**config.mk**
```make
export PLATFORM = sky130hd
export DESIGN_NAME = voter_console_flat
export DESIGN_NICKNAME = d
export VERILOG_FILES = /design/src/rtl/voter_console_pkg.sv /design/src/rtl/voter_console_if.sv /design/src/rtl/voter_console_timer.sv /design/src/rtl/voter_console.sv /design/src/flat_wrapper.sv
export SDC_FILE = /design/constraint.sdc
export NUM_CORES = 1
export LEC_CHECK = 0
export CAP_MARGIN = 15
export CORE_MARGIN = 10
export CORE_UTILIZATION = 40
export DETAILED_ROUTE_END_ITERATION = 10
export HOLD_SLACK_MARGIN = 0.03
export PLACE_DENSITY = 0.64
export SYNTH_ARGS = -nofsm -noshare
export SYNTH_HDL_FRONTEND = slang
export SYNTH_HIERARCHICAL = 1
export SYNTH_SLANG_ARGS = --single-unit
```
**constraint.sdc**
```tcl
create_clock -name clk -period 2.75 [get_ports clk]
set_input_delay 0.55 -clock clk [delete_from_list [all_inputs] [get_ports clk]]
set_output_delay 0.55 -clock clk [all_outputs]
set_load 0.02 [all_outputs]
```
**src/rtl/voter_console_pkg.sv**
```systemverilog
// Shared types and defaults for the voter console: FSM states, done_status
// encodings and parameter defaults.
package voter_console_pkg;

  typedef enum logic [2:0] {
    IDLE,
    WAIT_READY,
    AUTH,
    GAP,
    SUBMIT,
    WAIT_RESP,
    REPORT
  } state_t;

  localparam logic [1:0] ST_ACCEPT       = 2'd0;
  localparam logic [1:0] ST_REJECT       = 2'd1;
  localparam logic [1:0] ST_TIMEOUT      = 2'd2;
  localparam logic [1:0] ST_LOCAL_REJECT = 2'd3;

  localparam int unsigned DEF_TIMEOUT_CYCLES = 255;
  localparam int unsigned DEF_MAX_RETRIES    = 2;
  localparam int unsigned DEF_AUTH_GAP       = 2;
  localparam int unsigned DEF_NUM_CANDIDATES = 4;

  localparam logic [15:0] CNT_MAX = 16'hFFFF;

endpackage

```
**src/rtl/voter_console_if.sv**
```systemverilog
// Upstream ballot handshake: valid/ready with voter ID and candidate.
interface voter_console_if;
  logic       ballot_valid;
  logic       ballot_ready;
  logic [7:0] ballot_voter_id;
  logic [3:0] ballot_candidate;

  modport master (output ballot_valid, ballot_voter_id, ballot_candidate,
                  input  ballot_ready);
  modport slave  (input  ballot_valid, ballot_voter_id, ballot_candidate,
                  output ballot_ready);
endinterface

```
**src/rtl/voter_console_timer.sv**
```systemverilog
// Timeout timer shared by WAIT_READY and WAIT_RESP; expired holds once the
// count reaches TIMEOUT_CYCLES until the next clear.
module console_timeout_timer
  import voter_console_pkg::*;
#(
  parameter int unsigned TIMEOUT_CYCLES = DEF_TIMEOUT_CYCLES
) (
  input  logic clk,
  input  logic reset_n,
  input  logic clear,
  input  logic enable,
  output logic expired
);
  localparam int unsigned W = $clog2(TIMEOUT_CYCLES + 2);

  logic [W-1:0] count;

  assign expired = (count == W'(TIMEOUT_CYCLES));

  always_ff @(posedge clk or negedge reset_n) begin
    if (!reset_n)               count <= '0;
    else if (clear)             count <= '0;
    else if (enable && !expired) count <= count + 1'b1;
  end
endmodule

```
**src/rtl/voter_console.sv**
```systemverilog
// Voter console: takes one ballot at a time, drives the authenticate/submit
// sequence to the controller and reports the outcome. Optional duplicate-ID
// guard enabled with `define CONSOLE_DUP_GUARD_EN.
module voter_console
  import voter_console_pkg::*;
#(
  parameter int unsigned TIMEOUT_CYCLES = DEF_TIMEOUT_CYCLES,
  parameter int unsigned MAX_RETRIES    = DEF_MAX_RETRIES,
  parameter int unsigned AUTH_GAP       = DEF_AUTH_GAP,
  parameter int unsigned NUM_CANDIDATES = DEF_NUM_CANDIDATES
) (
  input  logic                  clk,
  input  logic                  reset_n,
  voter_console_if.slave        ballot,
  output logic [7:0]            voter_id_out,
  output logic [3:0]            candidate_out,
  output logic                  authenticate_voter,
  output logic                  submit_vote,
  input  logic                  system_ready,
  input  logic                  vote_accepted,
  input  logic                  vote_rejected,
  input  logic [7:0]            error_code,
  output logic                  done,
  output logic [1:0]            done_status,
  output logic [7:0]            done_error,
  output logic [15:0]           accepted_count,
  output logic [15:0]           rejected_count,
  output logic                  busy
);
  localparam int unsigned RW = $clog2(MAX_RETRIES + 2);
  localparam int unsigned GW = $clog2(AUTH_GAP + 2);

  state_t        state, state_next;
  logic [RW-1:0] retry_cnt;
  logic [GW-1:0] gap_cnt;
  logic [15:0]   acc_cnt, rej_cnt;
  logic          timer_expired;
  logic          dup_hit;
  logic          rep_load, retry_inc;
  logic [1:0]    rep_status;
  logic [7:0]    rep_error;

  assign ballot.ballot_ready = (state == IDLE);
  assign busy                = (state != IDLE);
  assign authenticate_voter  = (state == AUTH);
  assign submit_vote         = (state == SUBMIT);
  assign done                = (state == REPORT);
  assign accepted_count      = acc_cnt;
  assign rejected_count      = rej_cnt;

  // Every state change restarts the timer, so both timed states begin at zero.
  console_timeout_timer #(.TIMEOUT_CYCLES(TIMEOUT_CYCLES)) u_timer (
    .clk     (clk),
    .reset_n (reset_n),
    .clear   (state_next != state),
    .enable  ((state == WAIT_READY) || (state == WAIT_RESP)),
    .expired (timer_expired)
  );

`ifdef CONSOLE_DUP_GUARD_EN
  logic [255:0] seen;
  always_ff @(posedge clk or negedge reset_n) begin
    if (!reset_n)
      seen <= '0;
    else if (state == REPORT && done_status == ST_ACCEPT)
      seen[voter_id_out] <= 1'b1;
  end
  assign dup_hit = seen[ballot.ballot_voter_id];
`else
  assign dup_hit = 1'b0;
`endif

  always_comb begin
    state_next = state;
    rep_load   = 1'b0;
    rep_status = ST_ACCEPT;
    rep_error  = '0;
    retry_inc  = 1'b0;
    unique case (state)
      IDLE: if (ballot.ballot_valid) begin
        if (32'(ballot.ballot_candidate) >= NUM_CANDIDATES || dup_hit) begin
          state_next = REPORT;
          rep_load   = 1'b1;
          rep_status = ST_LOCAL_REJECT;
        end else begin
          state_next = WAIT_READY;
        end
      end
      WAIT_READY: begin
        if (system_ready) state_next = AUTH;
        else if (timer_expired) begin
          state_next = REPORT;
          rep_load   = 1'b1;
          rep_status = ST_TIMEOUT;
        end
      end
      AUTH:   state_next = (AUTH_GAP == 0) ? SUBMIT : GAP;
      GAP:    if (32'(gap_cnt) == AUTH_GAP - 1) state_next = SUBMIT;
      SUBMIT: state_next = WAIT_RESP;
      WAIT_RESP: begin
        if (vote_rejected) begin
          state_next = REPORT;
          rep_load   = 1'b1;
          rep_status = ST_REJECT;
          rep_error  = error_code;
        end else if (vote_accepted) begin
          state_next = REPORT;
          rep_load   = 1'b1;
          rep_status = ST_ACCEPT;
        end else if (timer_expired) begin
          if (32'(retry_cnt) < MAX_RETRIES) begin
            state_next = WAIT_READY;
            retry_inc  = 1'b1;
          end else begin
            state_next = REPORT;
            rep_load   = 1'b1;
            rep_status = ST_TIMEOUT;
          end
        end
      end
      REPORT:  state_next = IDLE;
      default: state_next = IDLE;
    endcase
  end

  always_ff @(posedge clk or negedge reset_n) begin
    if (!reset_n) begin
      state         <= IDLE;
      voter_id_out  <= '0;
      candidate_out <= '0;
      retry_cnt     <= '0;
      gap_cnt       <= '0;
      done_status   <= '0;
      done_error    <= '0;
      acc_cnt       <= '0;
      rej_cnt       <= '0;
    end else begin
      state <= state_next;
      if (state == IDLE && ballot.ballot_valid) begin
        voter_id_out  <= ballot.ballot_voter_id;
        candidate_out <= ballot.ballot_candidate;
        retry_cnt     <= '0;
      end else if (retry_inc) begin
        retry_cnt <= retry_cnt + 1'b1;
      end
      gap_cnt <= (state == GAP) ? gap_cnt + 1'b1 : '0;
      if (rep_load) begin
        done_status <= rep_status;
        done_error  <= rep_error;
      end
      if (state == REPORT) begin
        if (done_status == ST_ACCEPT && acc_cnt != CNT_MAX)
          acc_cnt <= acc_cnt + 16'd1;
        if ((done_status == ST_REJECT || done_status == ST_LOCAL_REJECT) && rej_cnt != CNT_MAX)
          rej_cnt <= rej_cnt + 16'd1;
      end
    end
  end
endmodule

```
**src/flat_wrapper.sv**
```systemverilog
// flat-port wrapper written by rule: the top's interface ports become plain ports
module voter_console_flat import voter_console_pkg::*;
#(
  parameter int unsigned TIMEOUT_CYCLES = DEF_TIMEOUT_CYCLES,
  parameter int unsigned MAX_RETRIES    = DEF_MAX_RETRIES,
  parameter int unsigned AUTH_GAP       = DEF_AUTH_GAP,
  parameter int unsigned NUM_CANDIDATES = DEF_NUM_CANDIDATES
)
  (clk, reset_n, voter_id_out, candidate_out, authenticate_voter, submit_vote, system_ready, vote_accepted, vote_rejected, error_code, done, done_status, done_error, accepted_count, rejected_count, busy, ballot_ballot_valid, ballot_ballot_voter_id, ballot_ballot_candidate, ballot_ballot_ready);
  voter_console_if ballot_i ();
  input  logic clk;
  input  logic reset_n;
  output logic [7:0] voter_id_out;
  output logic [3:0] candidate_out;
  output logic authenticate_voter;
  output logic submit_vote;
  input  logic system_ready;
  input  logic vote_accepted;
  input  logic vote_rejected;
  input  logic [7:0] error_code;
  output logic done;
  output logic [1:0] done_status;
  output logic [7:0] done_error;
  output logic [15:0] accepted_count;
  output logic [15:0] rejected_count;
  output logic busy;
  input wire logic [$bits(ballot_i.ballot_valid)-1:0] ballot_ballot_valid;
  input wire logic [$bits(ballot_i.ballot_voter_id)-1:0] ballot_ballot_voter_id;
  input wire logic [$bits(ballot_i.ballot_candidate)-1:0] ballot_ballot_candidate;
  output wire logic [$bits(ballot_i.ballot_ready)-1:0] ballot_ballot_ready;
  assign ballot_i.ballot_valid = ballot_ballot_valid;
  assign ballot_i.ballot_voter_id = ballot_ballot_voter_id;
  assign ballot_i.ballot_candidate = ballot_ballot_candidate;
  assign ballot_ballot_ready = ballot_i.ballot_ready;
  voter_console #(.TIMEOUT_CYCLES(TIMEOUT_CYCLES), .MAX_RETRIES(MAX_RETRIES), .AUTH_GAP(AUTH_GAP), .NUM_CANDIDATES(NUM_CANDIDATES)) u_core (.clk(clk), .reset_n(reset_n), .ballot(ballot_i), .voter_id_out(voter_id_out), .candidate_out(candidate_out), .authenticate_voter(authenticate_voter), .submit_vote(submit_vote), .system_ready(system_ready), .vote_accepted(vote_accepted), .vote_rejected(vote_rejected), .error_code(error_code), .done(done), .done_status(done_status), .done_error(done_error), .accepted_count(accepted_count), .rejected_count(rejected_count), .busy(busy));
endmodule
```
Word-level counts from Yosys, hierarchy flattened
Index checks and enable logic that the tools add are counted.
- output and inout bits: 59
- input bits: 26
- logic and storage cells: 84
- flip-flop bits (word level): 70
- magnitude comparators: 2
- muxes and demuxes: 40
- eq/ne operators: 13
- add/subtract/negate cells: 5
- reductions and logical operators: 14
- operators with widths (kind ; count):
    $add 16x1->16 const B ; 2
    $ne 16x16->1 const B ; 2
    $mux 3 ; 9
    $mux 2 ; 11
    $mux 9 ; 2
    $pmux 3 s6 ; 1
    $mux 8 ; 2
    $mux 1 ; 13
    $add 9x1->9 const B ; 1
    $eq 3x3->1 const B ; 3
    $eq 9x8->1 const B ; 1
    $eq 3x2->1 const B ; 2
    $pmux 2 s3 ; 1
    $add 2x1->2 const B ; 2
    $eq 2x1->1 const B ; 2
    $ge 4x3->1 const B ; 1
    $logic_and 1x1->1 ; 4
    $reduce_and 2->1 ; 2
    $reduce_bool 2->1 ; 2
    $eq 3x1->1 const B ; 1
    $logic_not 3->1 ; 1
    $ne 3x3->1 ; 1
    $pmux 1 s3 ; 1
    $reduce_bool 3->1 ; 1
    5 further kinds ; 6

Longest topological paths before layout
Gate-level depths: netlist of the first run.
- word-level depth: 8
- depth in mapped cells: 11

Modules after synthesis
The synthesis of the first run kept the hierarchy.
- modules (own cells, without submodules) (module ; sequential area each (um2) ; cells an instance ; instances ; area an instance (um2)):
    voter_console ; 1526.5 ; 250 ; 1 ; 2875.3
    console_timeout_timer ; 225.2 ; 47 ; 1 ; 465.4

Worst setup path before layout of the first run
Ideal clock, no wire load.
- path type: register -> register
- start point: reg u_core.u_timer.count[0]
- end point: reg u_core.u_timer.count[8]
- stages on the path, launching flop included: 12
- slack: 0.405 ns
- buffers on the path: 1
- data required time: 2.656 ns
- data arrival time: 2.251 ns
- cells stage by stage: dfrtp_1 ha_1 nand3_1 nor2_1 ha_1 a211o_1 a2bb2oi_1 o21ai_1 a2111oi_0 nor3_1 buf_1 a211oi_1
- cells in the longest elaborated chain, start to end: 7
- elaborated cells between the ends (all ways): 14
- RTL lines (element ; RTL line ; RTL):
    start, declared ; voter_console_timer.sv:16 ; logic [W-1:0] count;
    start signal, assigned ; voter_console_timer.sv:23 ; else if (enable && !expired) count <= count + 1'b1;
    $eq 9x8->1 * ; voter_console_timer.sv:18 ; assign expired = (count == W'(TIMEOUT_CYCLES));
    named net u_core.timer_expired ; voter_console.sv:37 ; logic timer_expired;
    $mux 3 ; voter_console.sv:110 ; end else if (timer_expired) begin
    $mux 3 ; voter_console.sv:106 ; end else if (vote_accepted) begin
    $mux 3 ; voter_console.sv:101 ; if (vote_rejected) begin
    $pmux 3 s6 * ; voter_console.sv:79 ; unique case (state)
    named net u_core.state_next[1] ; voter_console.sv:33 ; state_t state, state_next;
    $ne 3x3->1 * ; voter_console.sv:55 ; .clear (state_next != state),
    $mux 9 or $reduce_bool 2->1 (tied branches) ; - ;
The timed path passes the listed nets; every way through them passes the cells marked *. The select of a mux whose other input is x is not followed.
A chain may end at the register's enable or synchronous reset.

Worst setup path in the final report of the first run
- start point: reg u_core.state[0]
- end point: out ballot_ballot_ready
- cells in the longest elaborated chain, start to end: 1
- RTL lines (element ; RTL line ; RTL):
    start, declared ; voter_console.sv:33 ;
    start signal, assigned ; voter_console.sv:138 ; state <= state_next;
    $logic_not 3->1 ; voter_console.sv:43 ; assign ballot.ballot_ready = (state == IDLE);
    end, declared ; flat_wrapper.sv:30 ; output wire logic [$bits(ballot_i.ballot_ready)-1:0] ballot_ballot_ready;
Every way passes these cells.

==> qor.yml, run 1 <==
drive_gt1_share_pct: 10.7
fillCellCount: 729
io_pins: 85
cts_buffers: 9
synth_area_leader_cell: "dfrtp_1"
fin_crit_sh_pct: 93.9
synth-simple-area-share_pct: 20.4
io_buffers: 84
fin_crit_ns: 2.58
slew_headroom_pct: 55.6
outcome: "finished, final reports clean"
dr.pass1.iters: 4
synth_mux_area_share_pct: 5.47
routed_via_density: 5.20
ys_ff_latch: 70
rsz0062_at_grt: "no"
maxSlewViolCount: 0
core_um2: 8180
drc_errors: 0
setup_violations: 0
timing.fmax_mhz: 387
wire_per_inst_um: 15.7
fin_hold_ws_ns: 0.217
synth_area_um2: 3340
post-route-util_pct: 56.0
die_w_um: 111
ys_types: 55
synth_top_family_by_area: "simple AND/OR/NAND/NOR gates"
synth-xor-area-share_pct: 7.08
htreeDepth: 3
min_path_type: "input pin to async pin"
die_y_um: 111
synth-compound-area-share_pct: 9.96
synth_area_per_cell_um2: 11.2
worstSetupPathType: "flip-flop to output port"
grt_pass1_wl_um: 13200
synthTopCellsByArea: "dfrtp_1 (52%), xnor2_1 (4.5%), mux2_1 (2.7%), xor2_1 (2.6%), a21oi_1 (2.4%)"
synth-main-ff-cell: "dfrtp_1"
grt_pass1_vias: 2623
nets: 417
gp_congestion: 0.787
drv_cap: 0
vdd.ir_drop.worst_mv: 0.614
tns_ns: 0
num_vias: 2580
cts_buffer_depth: 2
path_clk_slew_ns: 0.08
root_buffer: "clkbuf_8"
required_ns: 2.20
routed_wirelength_um: 7800
antenna_cells: 0
netlist_instances: 297
cellLeakagePower_nw: 1.98
final_common_cell: "clkdlybuf4s50_1"
first_iter_violations: 87
critPathLaunchType: "flip-flop"
worstMarginPinSlew_ns: 0.666
grt_use_total_pct: 12.5
final_cell_mix: "clkdlybuf4s50_1 (83), dfrtp_1 (70), nand2_1 (21)"
synth_edf_count: 0
cts_tree: "done"
hold_buffers: 0
clk-insertion-delay-late_ns: 0.34
synthesis.nets: 328
ant_nets: 0
netlist.area_leader.share_pct: 52.4
die_area_um2: 12400
ys_async_sr_fraction_pct: 100
yosys_warnings: 6
gr-total-overflow: 0
cp-end-kind: "output port"
cp_data_arrival_time_ns: 2.03
place_hpwl_um: 5690
power_density_nw_per_um2: 888
start_util_pct: 40.9
rows: 33
grt_max_degree: 71
synthAdderAreaFrac_pct: 1.87
antenna_found_initial: 0
clock-sinks: 70
final_hold_viol_count: 0
crit_fanout: 13
finClkSkew_ns: 0.0107
synthToLayoutAreaGrowth_pct: 37.0
ys_seq_area_share_pct: 52.4
## metal layers
layer | vias up | part of all wire (%) | track usage [%]
li1 | 1243 | - | -
met2 | 70 | 46 | 19.3
met1 | 1261 | 47 | 15.8
met4 | 0 | 1.0 | 3.60
met3 | 6 | 6.0 | 4.78
met5 | - | 0 | 0
## final timing paths
check | start | to | slack [ns] | cells past startpoint
worst min register to register | u_core/gap_cnt[0]$_DFF_PN0_ | u_core/gap_cnt[0]$_DFF_PN0_ | 0.44 | 1
worst max register to register | u_core/u_timer/count[0]$_DFFE_PN0P_ | u_core/u_timer/count[8]$_DFFE_PN0P_ | 0.21 | 10
worst min-delay path | reset_n | u_core/accepted_count[11]$_DFFE_PN0P_ | 0.22 | 2
max in group asynchronous | reset_n | u_core/u_timer/count[7]$_DFFE_PN0P_ | 2.21 | 2
worst max-delay path | u_core/state[0]$_DFF_PN0_ | ballot_ballot_ready | 0.17 | 3
min in group clk | u_core/gap_cnt[0]$_DFF_PN0_ | u_core/gap_cnt[0]$_DFF_PN0_ | 0.44 | 1
## registers in the layout, indices dropped and copies added, names as in the netlist
name / flops
u_core/voter_id_out: 8
u_core/candidate_out: 4
u_core/retry_cnt: 2
u_core/state: 3
u_core/gap_cnt: 2
u_core/done_error: 8
u_core/u_timer/count: 9
u_core/accepted_count: 16
u_core/rejected_count: 16
u_core/done_status: 2
## synthesized netlist by cell type (all sizes together) (2+ instances only)
cell type  instances
a211o              2
a21oi             16
a22o               8
a2bb2oi            2
a31oi              3
a41oi              3
and2               5
and3               9
and3b              2
and4               6
buf                8
clkbuf             2
dfrtp             70
ha                 5
inv                9
mux2              15
nand2             22
nand3             10
nand3b             2
nand4              8
nand4b             2
nor2              23
nor2b              3
nor3               3
nor3b              5
nor4               2
nor4b              2
o21a               2
o21ai              6
o31ai              2
or3                5
or4                2
xnor2             17
xor2              10
## power breakdown
part	leakage (nW)	total [W]	internal (W)	switching, W
clock network	0.140	0.00114	0.000746	0.000393
logic	0.903	0.00144	0.000700	0.000743
registers	0.933	0.00148	0.00127	0.000209
## worst max-delay path, cell delays in order (launching register included)
cell	delay (ns)
dfrtp_1	0.51
or3_1	0.50
inv_2	0.09
clkdlybuf4s50_1	0.60
## through the flow
| stage | std cells | setup slack (ns) | power (W) | area [um^2] |
|---|---|---|---|---|
| after floorplan | 297 | 0.405 | 0.00230 | 3340 |
| after global placement | 480 | -0.0434 | 0.00293 | 4290 |
| after detailed placement | 480 | -0.0444 | 0.00296 | 4290 |
| after CTS | 496 | 0.141 | 0.00412 | 4580 |
| after global routing | 496 | 0.00439 | 0.00430 | 4580 |
| final | 496 | 0.168 | 0.00406 | 4580 |
## cell type report
type | instances | area, um^2 | area share [%]
tap | 105 | 131 | 2.87
clock inverter | 5 | 129 | 2.82
inverter | 9 | 33.8 | 0.738
timing repair buffer | 88 | 878 | 19.2
multi-input combinational | 208 | 1500 | 32.8
sequential | 70 | 1750 | 38.3
clock buffer | 11 | 151 | 3.31
## logic make-up (layout without fill, tap and decap cells)
kind of cell    after synthesis  count (layout)
buf+inv                      19             113
flops                        70              70
fa+ha+maj                     5               5
mux                          16              16
compound gates               48              48
xor+xnor                     27              27
simple gates                112             112
## what timing repair did
action                                  4_1_cts  5_1_grt
cloned                                        0        0
buffers inserted                              0        0
gates resized for setup                       1        1
endpoints found under the setup margin        5        1
Power figures use the tool's default switching activity.
==> inputs of run 2 (changes only) <==
--- a/config.mk
+++ b/config.mk
@@ -7,10 +7,10 @@
 export LEC_CHECK = 0
 export CAP_MARGIN = 15
 export CORE_MARGIN = 10
-export CORE_UTILIZATION = 40
+export CORE_UTILIZATION = 49
 export DETAILED_ROUTE_END_ITERATION = 10
 export HOLD_SLACK_MARGIN = 0.03
-export PLACE_DENSITY = 0.64
+export PLACE_DENSITY = 0.77
 export SYNTH_ARGS = -nofsm -noshare
 export SYNTH_HDL_FRONTEND = slang
 export SYNTH_HIERARCHICAL = 1
==> qor.yml, run 2 (same netlist as run 1, synthesis figures left out) <==
final_cell_mix: "clkdlybuf4s50_1 (83), dfrtp_1 (70), nand2_1 (21)"
antenna_cells: 0
io_pins: 85
final_common_cell: "clkdlybuf4s50_1"
crit_fanout: 13
power_density_nw_per_um2: 878
gp_congestion: 0.854
hold_buffers: 0
cellLeakagePower_nw: 1.96
path_buf_inv: 2
timing.fmax_mhz: 389
met1_usage_pct: 17.8
worstMarginPinSlew_ns: 0.448
wire_per_inst_um: 16.6
die_area_um2: 10500
grtUsageMet2_pct: 25.6
start_util_pct: 49.7
post-route-util_pct: 67.4
tns_ns: 0
cts_buffer_depth: 2
worstSetupPathType: "flip-flop to output port"
core_um2: 6720
rows: 30
fin_crit_sh_pct: 93.4
clock-sinks: 70
die_y_um: 103
synthToLayoutAreaGrowth_pct: 35.5
use_met3_pct: 3.62
finalNonFillerCells: 472
finClkSkew_ns: 0.00778
critPathLaunchType: "flip-flop"
grt_pass1_vias: 2704
rsz0062_at_grt: "no"
routed_via_density: 5.51
outcome: "finished, final reports clean"
cp_cell_sequence: "or3_1 -> inv_2 -> clkdlybuf4s50_1"
dr.pass1.iters: 4
drc_errors: 0
path_clk_slew_ns: 0.08
grt_max_degree: 71
final_hold_viol_count: 0
critical-path-max-stage-delay_ns: 0.60
top_usage_layer: "met2"
required_ns: 2.20
clk-insertion-delay-late_ns: 0.34
ant_nets: 0
placed_cells: 456
io_buffers: 84
die_w_um: 103
grt_pass1_wl_um: 12700
root_buffer: "clkbuf_8"
first_iter_violations: 78
num_vias: 2602
cts_buffers: 9
fin_crit_ns: 2.57
vdd.ir_drop.worst_mv: 0.596
cp-end-kind: "output port"
drv_cap: 0
maxSlewViolCount: 0
cts_tree: "done"
grt_use_total_pct: 15.0
slew_headroom_pct: 69.7
routed_wirelength_um: 7830
antenna_found_initial: 0
min_path_type: "input pin to async pin"
place_hpwl_um: 5750
nets: 418
cp_data_arrival_time_ns: 2.02
gr-total-overflow: 0
critical_path.slowest_cell: "clkdlybuf4s50_1"
htreeDepth: 3
setup_violations: 0
drive_gt1_share_pct: 11.2
critPathTopFamily: "buffers and inverters"
run 2: final cells by class:
type,count,area (um^2)
Clock buffer,9,124
Clock inverter,7,120
Fill cell,514,2190
Inverter,9,33.8
Multi-Input combinational cell,208,1510
Sequential cell,70,1750
Tap cell,80,100
Timing Repair Buffer,89,886
run 2: repair_timing:
item,CTS,global route
setup buffers,0,0
endpoints found under the hold margin,0,0
resized for setup,1,3
setup endpoints to repair,9,9
run 2: worst register-to-register path: stages, from the launching register on:
cell       delay [ns]
dfrtp_1          0.41
ha_1             0.24
nand3_1          0.09
nor2_1           0.04
ha_1             0.27
a211o_1          0.33
a2bb2oi_1        0.15
o21ai_1          0.14
a2111oi_2        0.46
nor3_4           0.14
a211oi_1         0.19
run 2: power by group:
part           switching [W]  internal (W)
logic               0.000765      0.000725
clock network       0.000410      0.000607
registers           0.000197       0.00127
run 2: metrics by stage:
step           power [W]  setup WS (ns)  hold slack [ns]  instance area [um^2]
2_1_floorplan    0.00230          0.405            0.254                  3340
3_3_place_gp     0.00293         0.0139            0.424                  4270
3_5_place_dp     0.00297         -0.114            0.445                  4270
4_1_cts          0.00400          0.107            0.235                  4520
5_1_grt          0.00419         0.0198            0.245                  4530
6_report         0.00398          0.181            0.205                  4530
run 2: path summary, 6_finish.rpt:
path	depth (start not counted)	start	to	slack (ns)
worst max-delay path	3	u_core/state[0]$_DFF_PN0_	ballot_ballot_ready	0.18
worst min-delay path	2	reset_n	u_core/accepted_count[14]$_DFFE_PN0P_	0.21
worst max register to register	10	u_core/u_timer/count[0]$_DFFE_PN0P_	u_core/u_timer/count[8]$_DFFE_PN0P_	0.21
worst min register to register	1	u_core/gap_cnt[0]$_DFF_PN0_	u_core/gap_cnt[0]$_DFF_PN0_	0.45
max in group asynchronous	2	reset_n	u_core/accepted_count[1]$_DFFE_PN0P_	2.22
min in group clk	1	u_core/gap_cnt[0]$_DFF_PN0_	u_core/gap_cnt[0]$_DFF_PN0_	0.45
run 2: per-layer routing:
metal | vias up | wire, um
li1 | 1253 | -
met4 | 0 | 107
met2 | 67 | 3910
met3 | 7 | 441
met5 | - | 0
met1 | 1275 | 3370
==> inputs of run 3 (changes only) <==
--- a/config.mk
+++ b/config.mk
@@ -6,8 +6,10 @@
 export NUM_CORES = 1
 export LEC_CHECK = 0
 export CAP_MARGIN = 15
+export CELL_PAD_IN_SITES_DETAIL_PLACEMENT = 0
+export CELL_PAD_IN_SITES_GLOBAL_PLACEMENT = 1
 export CORE_MARGIN = 10
-export CORE_UTILIZATION = 49
+export CORE_UTILIZATION = 38
 export DETAILED_ROUTE_END_ITERATION = 10
 export HOLD_SLACK_MARGIN = 0.03
 export PLACE_DENSITY = 0.77
==> qor.yml, run 3 (same netlist as run 1, synthesis figures left out) <==
required_ns: 2.20
grt_pass1_vias: 2640
min_path_type: "input pin to async pin"
path_buf_inv: 2
io_buffers: 84
clk-insertion-delay-late_ns: 0.33
final_cell_mix: "clkdlybuf4s50_1 (83), dfrtp_1 (70), nand2_1 (21)"
fin_hold_ws_ns: 0.175
critPathLaunchType: "flip-flop"
drive_gt1_share_pct: 11.9
antenna_cells: 0
drv_cap: 0
outcome: "finished, final reports clean"
fillCellCount: 794
hold_buffers: 0
first_iter_violations: 136
crit_fanout: 13
cts_buffers: 9
finClkSkew_ns: 0.00937
critPathTopFamily: "buffers and inverters"
rsz0062_at_grt: "no"
grt_use_total_pct: 12.2
grt_max_degree: 28
routed_via_density: 5.11
gr-total-overflow: 0
slew_headroom_pct: 57.6
final_hold_viol_count: 0
rows: 34
worstSetupPathType: "flip-flop to output port"
die_y_um: 114
root_buffer: "clkbuf_8"
io_pins: 85
gp_congestion: 0.781
worstMarginPinSlew_ns: 0.637
tns_ns: 0
grt_pass1_wl_um: 13200
die_w_um: 114
antenna_found_initial: 0
cts_buffer_depth: 2
ant_nets: 0
num_vias: 2573
core_um2: 8640
cp-end-kind: "output port"
final_common_cell: "clkdlybuf4s50_1"
post-route-util_pct: 53.0
power_density_nw_per_um2: 863
critical-path-max-stage-delay_ns: 0.62
critical_path.slowest_cell: "clkdlybuf4s50_1"
register_area_um2: 1750
start_util_pct: 38.7
timing.fmax_mhz: 386
maxSlewViolCount: 0
synthToLayoutAreaGrowth_pct: 36.9
fin_crit_ns: 2.59
drc_errors: 0
cts_tree: "done"
multi_input_area_um2: 1510
clock-sinks: 70
path_clk_slew_ns: 0.08
dp_slack_ns: -0.0512
place_hpwl_um: 5910
cellLeakagePower_nw: 1.97
vdd.ir_drop.worst_mv: 0.504
cp_cell_sequence: "or3_1 -> inv_2 -> clkdlybuf4s50_1"
htreeDepth: 3
dr.pass1.iters: 4
die_area_um2: 12900
setup_slack_ns: 0.159
fin_crit_sh_pct: 94.2
nets: 422
cp_data_arrival_time_ns: 2.04
wire_per_inst_um: 15.5
setup_violations: 0
routed_wirelength_um: 7800
==> run 3: final cells by class <==
cell class | instances | share of cell area (%)
clock buffers | 10 | 2.79
clock inverters | 6 | 2.41
inverters | 9 | 0.739
multi-input cells | 208 | 33.1
flip-flops and latches | 70 | 38.3
well taps | 108 | 2.95
repair buffers | 93 | 19.7
==> run 3: stage by stage <==
stage | area (um^2) | cells | power (W)
2_1_floorplan | 3340 | 297 | 0.00230
3_5_place_dp | 4320 | 488 | 0.00297
3_3_place_gp | 4320 | 488 | 0.00296
6_report | 4570 | 504 | 0.00395
4_1_cts | 4560 | 504 | 0.00398
5_1_grt | 4570 | 504 | 0.00420
==> run 3: path summary, 6_finish.rpt <==
check,slack [ns],depth (start not counted),from,to
max,0.16,3,u_core/state[0]$_DFF_PN0_,ballot_ballot_ready
min,0.17,1,reset_n,u_core/done_error[5]$_DFFE_PN0P_
max reg2reg,0.21,10,u_core/u_timer/count[0]$_DFFE_PN0P_,u_core/u_timer/count[8]$_DFFE_PN0P_
min reg2reg,0.44,1,u_core/gap_cnt[0]$_DFF_PN0_,u_core/gap_cnt[0]$_DFF_PN0_
max in group asynchronous,1.83,2,reset_n,u_core/accepted_count[5]$_DFFE_PN0P_
min in group clk,0.44,1,u_core/gap_cnt[0]$_DFF_PN0_,u_core/gap_cnt[0]$_DFF_PN0_
==> run 3: worst reg2reg max path: stages (launching register included) <==
cell and delay [ns]:
dfrtp_1 0.41, ha_1 0.24, nand3_1 0.09, nor2_1 0.05, ha_1 0.24, a211o_1 0.31
a2bb2oi_1 0.14, o21ai_1 0.14, a2111oi_2 0.48, nor3_4 0.15, a211oi_1 0.20
==> run 3: power by group <==
part / switching [W] / internal (W)
Combinational: 0.000784 / 0.000729
Clock: 0.000382 / 0.000601
Sequential: 0.000181 / 0.00127
==> run 3: layer usage <==
layer,wire length [um],up-vias,part of all wire (%),GRT usage (%)
met1,3480,1254,45,15.9
li1,-,1258,-,-
met2,3720,53,48,18.6
met5,0,-,0,0
met4,91,0,1.2,3.89
met3,509,8,6.5,4.25
==> run 3: repair_timing <==
item                       in CTS  in global routing
setup endpoints to repair       9                  1
buffers inserted                0                  0
gates resized for setup         1                  3
